[src/rtl/gpu_batch_scheduler_if.sv]
// Vertex-stream input and batch-output bundle for gpu_batch_scheduler.
// slave: the scheduler side. master: the producer/consumer side.
interface gpu_batch_scheduler_if #(
  parameter int BATCH = 10
);
  logic                   v_valid;
  logic                   v_ready;
  logic [31:0]            v_x;
  logic [31:0]            v_y;
  logic [31:0]            v_z;
  logic                   out_valid;
  logic [BATCH-1:0][31:0] out_x;
  logic [BATCH-1:0][31:0] out_y;
  logic [BATCH-1:0][31:0] out_z;
  logic [BATCH-1:0]       out_lane_mask;

  modport master (
    output v_valid, v_x, v_y, v_z,
    input  v_ready, out_valid, out_x, out_y, out_z, out_lane_mask
  );

  modport slave (
    input  v_valid, v_x, v_y, v_z,
    output v_ready, out_valid, out_x, out_y, out_z, out_lane_mask
  );
endinterface

[src/rtl/gpu_batch_scheduler.sv]
// gpu_batch_scheduler: gathers a frame's Q16.16 vertex stream into
// BATCH-lane batches, issues them to the vertex shader while keeping at most
// MAX_INFLIGHT batches outstanding, and reports frame completion.
// Optional feature macro: GPU_SCHED_PERF_EN adds perf_busy_cycles and
// perf_stall_cycles saturating counters.
module gpu_batch_scheduler #(
  parameter int BATCH        = 10,
  parameter int MAX_INFLIGHT = 4
) (
  input  logic        clk,
  input  logic        reset,
  input  logic        frame_go,
  input  logic [15:0] frame_vcount,
  gpu_batch_scheduler_if.slave bus,
  output logic        out_frame_start,
  input  logic        done_in,
  output logic        busy,
  output logic        frame_done,
  output logic [15:0] batches_issued,
  output logic        err_underflow
`ifdef GPU_SCHED_PERF_EN
  ,
  output logic [31:0] perf_busy_cycles,
  output logic [31:0] perf_stall_cycles
`endif
);
  localparam int FW = $clog2(BATCH + 1);
  localparam int IW = $clog2(MAX_INFLIGHT + 1);

  typedef enum logic [2:0] {
    S_IDLE, S_START, S_FILL, S_ISSUE, S_DRAIN, S_DONE
  } state_t;

  state_t                 state;
  state_t                 state_nxt;
  logic [FW-1:0]          fill;
  logic [15:0]            remaining;
  logic [IW-1:0]          inflight;
  logic [BATCH-1:0][31:0] lane_x;
  logic [BATCH-1:0][31:0] lane_y;
  logic [BATCH-1:0][31:0] lane_z;
  logic [BATCH-1:0]       lane_mask;
  logic                   v_ready;
  logic                   out_valid;
  logic                   accept;

  assign accept            = v_ready && bus.v_valid;
  assign bus.v_ready       = v_ready;
  assign bus.out_valid     = out_valid;
  assign bus.out_x         = lane_x;
  assign bus.out_y         = lane_y;
  assign bus.out_z         = lane_z;
  assign bus.out_lane_mask = lane_mask;

  // State register.
  // NOTE: flops use non-blocking (<=) so every register samples pre-edge
  // values; blocking assignments here would make results depend on block order.
  always_ff @(posedge clk or negedge reset) begin
    if (!reset) state <= S_IDLE;
    else        state <= state_nxt;
  end

  // Next-state decode and per-state strobes.
  // NOTE: every signal gets a default before the case, so no path leaves it
  // unassigned and no latch is inferred.
  always_comb begin
    state_nxt       = state;
    v_ready         = 1'b0;
    out_valid       = 1'b0;
    out_frame_start = 1'b0;
    frame_done      = 1'b0;
    busy            = (state != S_IDLE);
    case (state)
      S_IDLE: begin
        if (frame_go) state_nxt = (frame_vcount != 16'd0) ? S_START : S_DONE;
      end
      S_START: begin
        out_frame_start = 1'b1;
        state_nxt       = S_FILL;
      end
      S_FILL: begin
        v_ready = (fill < FW'(BATCH)) && (remaining != 16'd0);
        // The handshake that fills the last lane or takes the last vertex ends the batch.
        if (v_ready && bus.v_valid &&
            ((fill + 1'b1 == FW'(BATCH)) || (remaining == 16'd1)))
          state_nxt = S_ISSUE;
      end
      S_ISSUE: begin
        if (inflight < IW'(MAX_INFLIGHT)) begin
          out_valid = 1'b1;
          state_nxt = (remaining != 16'd0) ? S_FILL : S_DRAIN;
        end
      end
      S_DRAIN: begin
        if (inflight == '0) state_nxt = S_DONE;
      end
      S_DONE: begin
        frame_done = 1'b1;
        state_nxt  = S_IDLE;
      end
      default: state_nxt = S_IDLE;
    endcase
  end

  // Lane mask: lowest `fill` bits, presented only while a batch is offered.
  always_comb begin
    lane_mask = '0;
    for (int i = 0; i < BATCH; i++) lane_mask[i] = out_valid && (fill > FW'(i));
  end

  // Frame bookkeeping and lane capture. The first handshake of a batch
  // zeroes the other lanes, so unfilled lanes read zero at issue and the
  // issued contents hold until the next batch starts filling.
  // NOTE: the lane registers are reset as well, because the lanes drive the
  // outputs directly and must read zero out of reset.
  always_ff @(posedge clk or negedge reset) begin
    if (!reset) begin
      fill           <= '0;
      remaining      <= '0;
      batches_issued <= '0;
      lane_x         <= '0;
      lane_y         <= '0;
      lane_z         <= '0;
    end else begin
      if (state == S_IDLE && frame_go) remaining <= frame_vcount;
      if (state == S_START) begin
        fill           <= '0;
        batches_issued <= '0;
      end
      if (accept) begin
        for (int i = 0; i < BATCH; i++) begin
          if (FW'(i) == fill) begin
            lane_x[i] <= bus.v_x;
            lane_y[i] <= bus.v_y;
            lane_z[i] <= bus.v_z;
          end else if (fill == '0) begin
            lane_x[i] <= '0;
            lane_y[i] <= '0;
            lane_z[i] <= '0;
          end
        end
        fill      <= fill + 1'b1;
        remaining <= remaining - 16'd1;
      end
      if (out_valid) begin
        fill           <= '0;
        batches_issued <= batches_issued + 16'd1;
      end
    end
  end

  // Outstanding-batch count; a completion with nothing outstanding and no
  // simultaneous issue flags a sticky underflow instead of wrapping.
  always_ff @(posedge clk or negedge reset) begin
    if (!reset) begin
      inflight      <= '0;
      err_underflow <= 1'b0;
    end else if (out_valid && !done_in) begin
      inflight <= inflight + 1'b1;
    end else if (!out_valid && done_in) begin
      if (inflight != '0) inflight      <= inflight - 1'b1;
      else                err_underflow <= 1'b1;
    end
  end

`ifdef GPU_SCHED_PERF_EN
  // Busy and issue-stall cycle counters, cleared at each frame start, saturating.
  always_ff @(posedge clk or negedge reset) begin
    if (!reset) begin
      perf_busy_cycles  <= '0;
      perf_stall_cycles <= '0;
    end else if (state == S_START) begin
      perf_busy_cycles  <= '0;
      perf_stall_cycles <= '0;
    end else begin
      if (busy && perf_busy_cycles != '1)
        perf_busy_cycles <= perf_busy_cycles + 32'd1;
      if (state == S_ISSUE && inflight == IW'(MAX_INFLIGHT) && perf_stall_cycles != '1)
        perf_stall_cycles <= perf_stall_cycles + 32'd1;
    end
  end
`endif

endmodule

[src/flat_wrapper.sv]
// flat-port wrapper written by rule: the top's interface ports become plain ports
module gpu_batch_scheduler_flat 
#(
  parameter int BATCH        = 10,
  parameter int MAX_INFLIGHT = 4
)
  (clk, reset, frame_go, frame_vcount, out_frame_start, done_in, busy, frame_done, batches_issued, err_underflow, bus_v_valid, bus_v_x, bus_v_y, bus_v_z, bus_v_ready, bus_out_valid, bus_out_x, bus_out_y, bus_out_z, bus_out_lane_mask);
  gpu_batch_scheduler_if #(.BATCH(BATCH)) bus_i ();
  input  logic clk;
  input  logic reset;
  input  logic frame_go;
  input  logic [15:0] frame_vcount;
  output logic out_frame_start;
  input  logic done_in;
  output logic busy;
  output logic frame_done;
  output logic [15:0] batches_issued;
  output logic err_underflow;
  input wire logic [$bits(bus_i.v_valid)-1:0] bus_v_valid;
  input wire logic [$bits(bus_i.v_x)-1:0] bus_v_x;
  input wire logic [$bits(bus_i.v_y)-1:0] bus_v_y;
  input wire logic [$bits(bus_i.v_z)-1:0] bus_v_z;
  output wire logic [$bits(bus_i.v_ready)-1:0] bus_v_ready;
  output wire logic [$bits(bus_i.out_valid)-1:0] bus_out_valid;
  output wire logic [$bits(bus_i.out_x)-1:0] bus_out_x;
  output wire logic [$bits(bus_i.out_y)-1:0] bus_out_y;
  output wire logic [$bits(bus_i.out_z)-1:0] bus_out_z;
  output wire logic [$bits(bus_i.out_lane_mask)-1:0] bus_out_lane_mask;
  assign bus_i.v_valid = bus_v_valid;
  assign bus_i.v_x = bus_v_x;
  assign bus_i.v_y = bus_v_y;
  assign bus_i.v_z = bus_v_z;
  assign bus_v_ready = bus_i.v_ready;
  assign bus_out_valid = bus_i.out_valid;
  assign bus_out_x = bus_i.out_x;
  assign bus_out_y = bus_i.out_y;
  assign bus_out_z = bus_i.out_z;
  assign bus_out_lane_mask = bus_i.out_lane_mask;
  gpu_batch_scheduler #(.BATCH(BATCH), .MAX_INFLIGHT(MAX_INFLIGHT)) u_core (.clk(clk), .reset(reset), .frame_go(frame_go), .frame_vcount(frame_vcount), .bus(bus_i), .out_frame_start(out_frame_start), .done_in(done_in), .busy(busy), .frame_done(frame_done), .batches_issued(batches_issued), .err_underflow(err_underflow));
endmodule
[config.mk]
export PLATFORM = sky130hd
export DESIGN_NAME = gpu_batch_scheduler_flat
export DESIGN_NICKNAME = d
export VERILOG_FILES = /design/src/rtl/gpu_batch_scheduler_if.sv /design/src/rtl/gpu_batch_scheduler.sv /design/src/flat_wrapper.sv
export SDC_FILE = /design/constraint.sdc
export NUM_CORES = 1
export LEC_CHECK = 0
export ABC_CLOCK_PERIOD_IN_PS = 3450
export CELL_PAD_IN_SITES_DETAIL_PLACEMENT = 0
export CELL_PAD_IN_SITES_GLOBAL_PLACEMENT = 1
export CORE_AREA = 2 2 438 440
export DETAILED_ROUTE_END_ITERATION = 8
export DIE_AREA = 0 0 440 442
export GPL_TIMING_DRIVEN = 0
export PLACE_DENSITY_LB_ADDON = 0.1
export SLEW_MARGIN = 10
export SYNTH_ARGS = -nofsm -noshare
export SYNTH_HDL_FRONTEND = slang
export SYNTH_SLANG_ARGS = --single-unit
[constraint.sdc]
create_clock -name clk -period 3.45 [get_ports clk]
set_input_delay 0.69 -clock clk [delete_from_list [all_inputs] [get_ports clk]]
set_output_delay 0.69 -clock clk [all_outputs]
set_load 0.01 [all_outputs]
==> qor.txt <==
routed via count - 35200
syn avg cell area - 10.2 sq um
Post-synth EDFFs - 0
die height - 442 um
grt total ovfl - 0
IO buf count - 1012
Non-Filler Instances - 7796
CTS tree - done
switching share of power - 39.9%
Crit. path cell count - 7
Yosys reg bits - 1003
drc violations - 0
Cell Chain, Critical Path - inv_1 -> ha_2 -> and3_1 -> clkbuf_16 -> clkbuf_16 -> a2111oi_2 -> buf_4
crit-path max FO - 10
Internal - 0.0361 W
CP bufs+invs - 4
width of the die - 440 um
Core Area - 190000 sq um
Simple-Gate Fraction of Synth Area - 10.5%
DP Cell Count - 7545
max-slew violations - 0
CTS sink cnt - 1003
count of different cell masters after synthesis - 61
clock share of power - 23.0%
Logic pwr share - 45.0%
Final HPWL DP - 168 mm
Hold Slack - 0.468 ns
Mapped Nets - 4128
Critical Path End Type - output pin
Async SR Flop Fraction - 100%
static leakage - 25.1 nW
mux cell area share after synthesis - 5.08%
vias in the first global route - 35300
sequential area share after synthesis - 61.3%
clk slew on worst S/H paths - 0.06 ns
vias per cell - 4.51
fillers - 19800
final WL - 231 mm
Final min period - 3.36 ns
Pwr Density - 1010 nW/um^2
Initial DRC Count - 2439
Rel. slew slack - 13.8%
Layout area overhead - 44.9%
YS warnings - 0
largest net degree at the start of global routing - 142
total power - 0.0601 W
Max Cap Viol - 0
initial core utilization - 21.6%
slowest CP cell - dfrtp_2
Post-DRT Antenna Nets - 0
Tcrit/Tclk final - 97.4%
Sw Pwr - 0.0240 W
RSZ-0062 raised after global routing - yes
Clk Latency, worst-skew pair - 0.81 ns
Final setup viols - 0
gr usage total - 23.3%
xor-xnor portion of the synthesized cell area - 0%
first-pass GRT wire length - 314 mm
WHS Path Cells - 3
Clock Path Buffers - 3
Final GP Congestion - 0.801
crit start category - register
layout cells sized above 1 - 9.37%
CTS root buf - clkbuf_16
most frequent CP cell - clkbuf_16
worst min path class - in -> reg
Netlist Area Pre-Place - 41000 sq um
R2R depth - 8
first drt pass iteration count - 6
CP delay by family, top - buffers and inverters
num rows - 160
CP peak stage delay - 0.41 ns
outcome - complete, no violations
Synth Instances - 3999
Worst-Margin Slew - 1.29 ns
CTS buffer count - 134
Setup Crit Path Kind - reg -> out
Post-DP Area - 54800 sq um
Final Hold Viols - 0
crit path DAT - 2.67 ns
Final Skew - 0.0363 ns
nets@finish - 5303
post-synthesis adder-cell area fraction - 0.385%
WL per Instance - 29.6 um
H-tree depth - 4
Compound-Gate Fraction of Synth Area - 12.5%
Max VDD drop - 0.464 mV
sequential share of power - 31.9%
I/O pin total - 1109
Top FF cell, synth - dfrtp_1
WP data required - 2.76 ns
Die ar. - 194000 sq um
cell area after layout - 59300 sq um
largest family of logic cells by synthesized area - compound AO/OA/AOI/OAI gates
antenna violations before repair - 22
fmax - 298 MHz
layer usage:
layer  global-route usage (%)  routed length, um  up-vias
met1                     28.3              93100    18200
met4                     8.39               8550        4
met3                     5.60              14500      268
met2                     39.8             115000     1157
li1                         -                  -    15600
met5                        0                 29        -
sequential cells by signal, summed over array words and instances (netlist names):
signal,cells
u_core.err_underflow,1
u_core.remaining,16
u_core.bus.out_z,320
u_core.fill,4
u_core.inflight,3
u_core.batches_issued,16
u_core.state,3
u_core.bus.out_y,320
u_core.bus.out_x,320
cells in the final DEF (no fill, tap or decap), types with 9 or more instances in the layout:
cell             synthesis  final
a21o_1                  48     48
a21oi_1                 14     14
a22o_1                 148    148
and3_1                  52     52
buf_1                  122    121
buf_16                   0     13
buf_2                   61     62
buf_4                    6     21
buf_6                   14     20
clkbuf_1               174    168
clkbuf_16                0    139
clkbuf_2                 0     28
clkbuf_4                 0     13
clkbuf_8                 0     21
clkdlybuf4s50_1          0    999
clkinv_2                 0     14
dfrtp_1               1003   1001
diode_2                  0     12
ha_1                    11      9
inv_1                  686    682
mux2_2                  96     96
mux2i_1                100    100
nand2_1                129    128
nand3_1                596    596
nor2_1                  30     24
nor3_1                  17     12
o211ai_1                10     10
o21ai_0                582    582
o21ai_1                 12     12
synth_stat cells, types with 4 or more instances:
master / instances / area [sq um]
a21oi_1: 14 / 70.1
clkbuf_1: 174 / 653
a22o_1: 148 / 1300
ha_1: 11 / 138
nor2_1: 30 / 113
a21o_1: 48 / 360
or2_2: 4 / 25.0
mux2_2: 96 / 1080
nand4_1: 8 / 50.1
mux2i_1: 100 / 1000
nor4_1: 8 / 50.1
o21ai_1: 12 / 60.1
nor3_1: 17 / 85.1
or4_1: 4 / 30.0
o21a_1: 5 / 37.5
buf_1: 122 / 458
dfrtp_1: 1003 / 25100
and3_1: 52 / 325
buf_4: 6 / 45.0
a31oi_1: 6 / 37.5
buf_2: 61 / 305
nand2_1: 129 / 484
inv_1: 686 / 2570
o211ai_1: 10 / 75.1
o311ai_0: 7 / 61.3
and2_1: 4 / 25.0
nand3_1: 596 / 2980
buf_6: 14 / 158
o21ai_0: 582 / 2910
kinds of logic (layout without fill, tap and decap cells):
logic type	Yosys count	after routing
compound gates	855	855
fa+ha+maj	12	12
buf+inv	1063	2337
flops	1003	1003
mux	196	196
other cells	0	12
simple gates	870	870
power groups by stage:
stage          clock network (W)  registers [W]  logic (W)
6_report                  0.0138         0.0192     0.0271
2_1_floorplan                  0         0.0212    0.00769
4_1_cts                   0.0143         0.0192     0.0276
3_5_place_dp                   0         0.0193     0.0274
3_3_place_gp                   0         0.0194     0.0271
5_1_grt                   0.0147         0.0198     0.0288
final timing paths:
path | slack [ns] | endpoint | start
min in group asynchronous | 0.48 | u_core.bus.out_x[262] | reset
min reg2reg | 0.47 | u_core.bus.out_y[42] | u_core.bus.out_y[42]
max | 0.09 | bus_out_lane_mask[5] | u_core.fill[1]
min | 0.47 | u_core.bus.out_x[275] | bus_v_x[19]
max reg2reg | 0.15 | u_core.bus.out_y[169] | u_core.fill[1]
max in group asynchronous | 0.43 | u_core.bus.out_y[272] | reset
worst register-to-register path: cells and delay by family (launching register included):
kind	cells	cell delay, ns
compound gates	2	0.51
buf+inv	3	1.30
simple gates	3	0.93
flops	1	0.44
area by class of cell:
cell class                 instances  area (sq um)  area share, %
sequential                      1003         25100           42.3
multi-input combinational       1933         11800           19.9
timing repair buffer            1045         10700           18.0
clock buffer                     202          3840           6.47
tap                             2511          3140           5.29
inverter                         686          2570           4.34
buffer                           371          1760           2.97
clock inverter                    33           392          0.660
antenna                           12          30.0         0.0506
stage by stage:
step	setup slack [ns]	util, %	TNS [ns]
after CTS	-0.126	31.2	-0.285
final	0.0912	31.3	0
after global placement	-51.52	28.6	-
after global routing	-0.0309	31.3	-0.101
after floorplan	0.828	-	0
after detailed placement	-1.14	28.9	-205.93
timing repair:
action	CTS	global route
pin swaps	4	2
endpoints found under the hold margin	95	0
setup buffers	6	2
hold buffers	1	0
setup endpoints to repair	541	399
gates cloned	0	1
resized for setup	97	55
No activity file was read; power rests on OpenSTA's default activity.
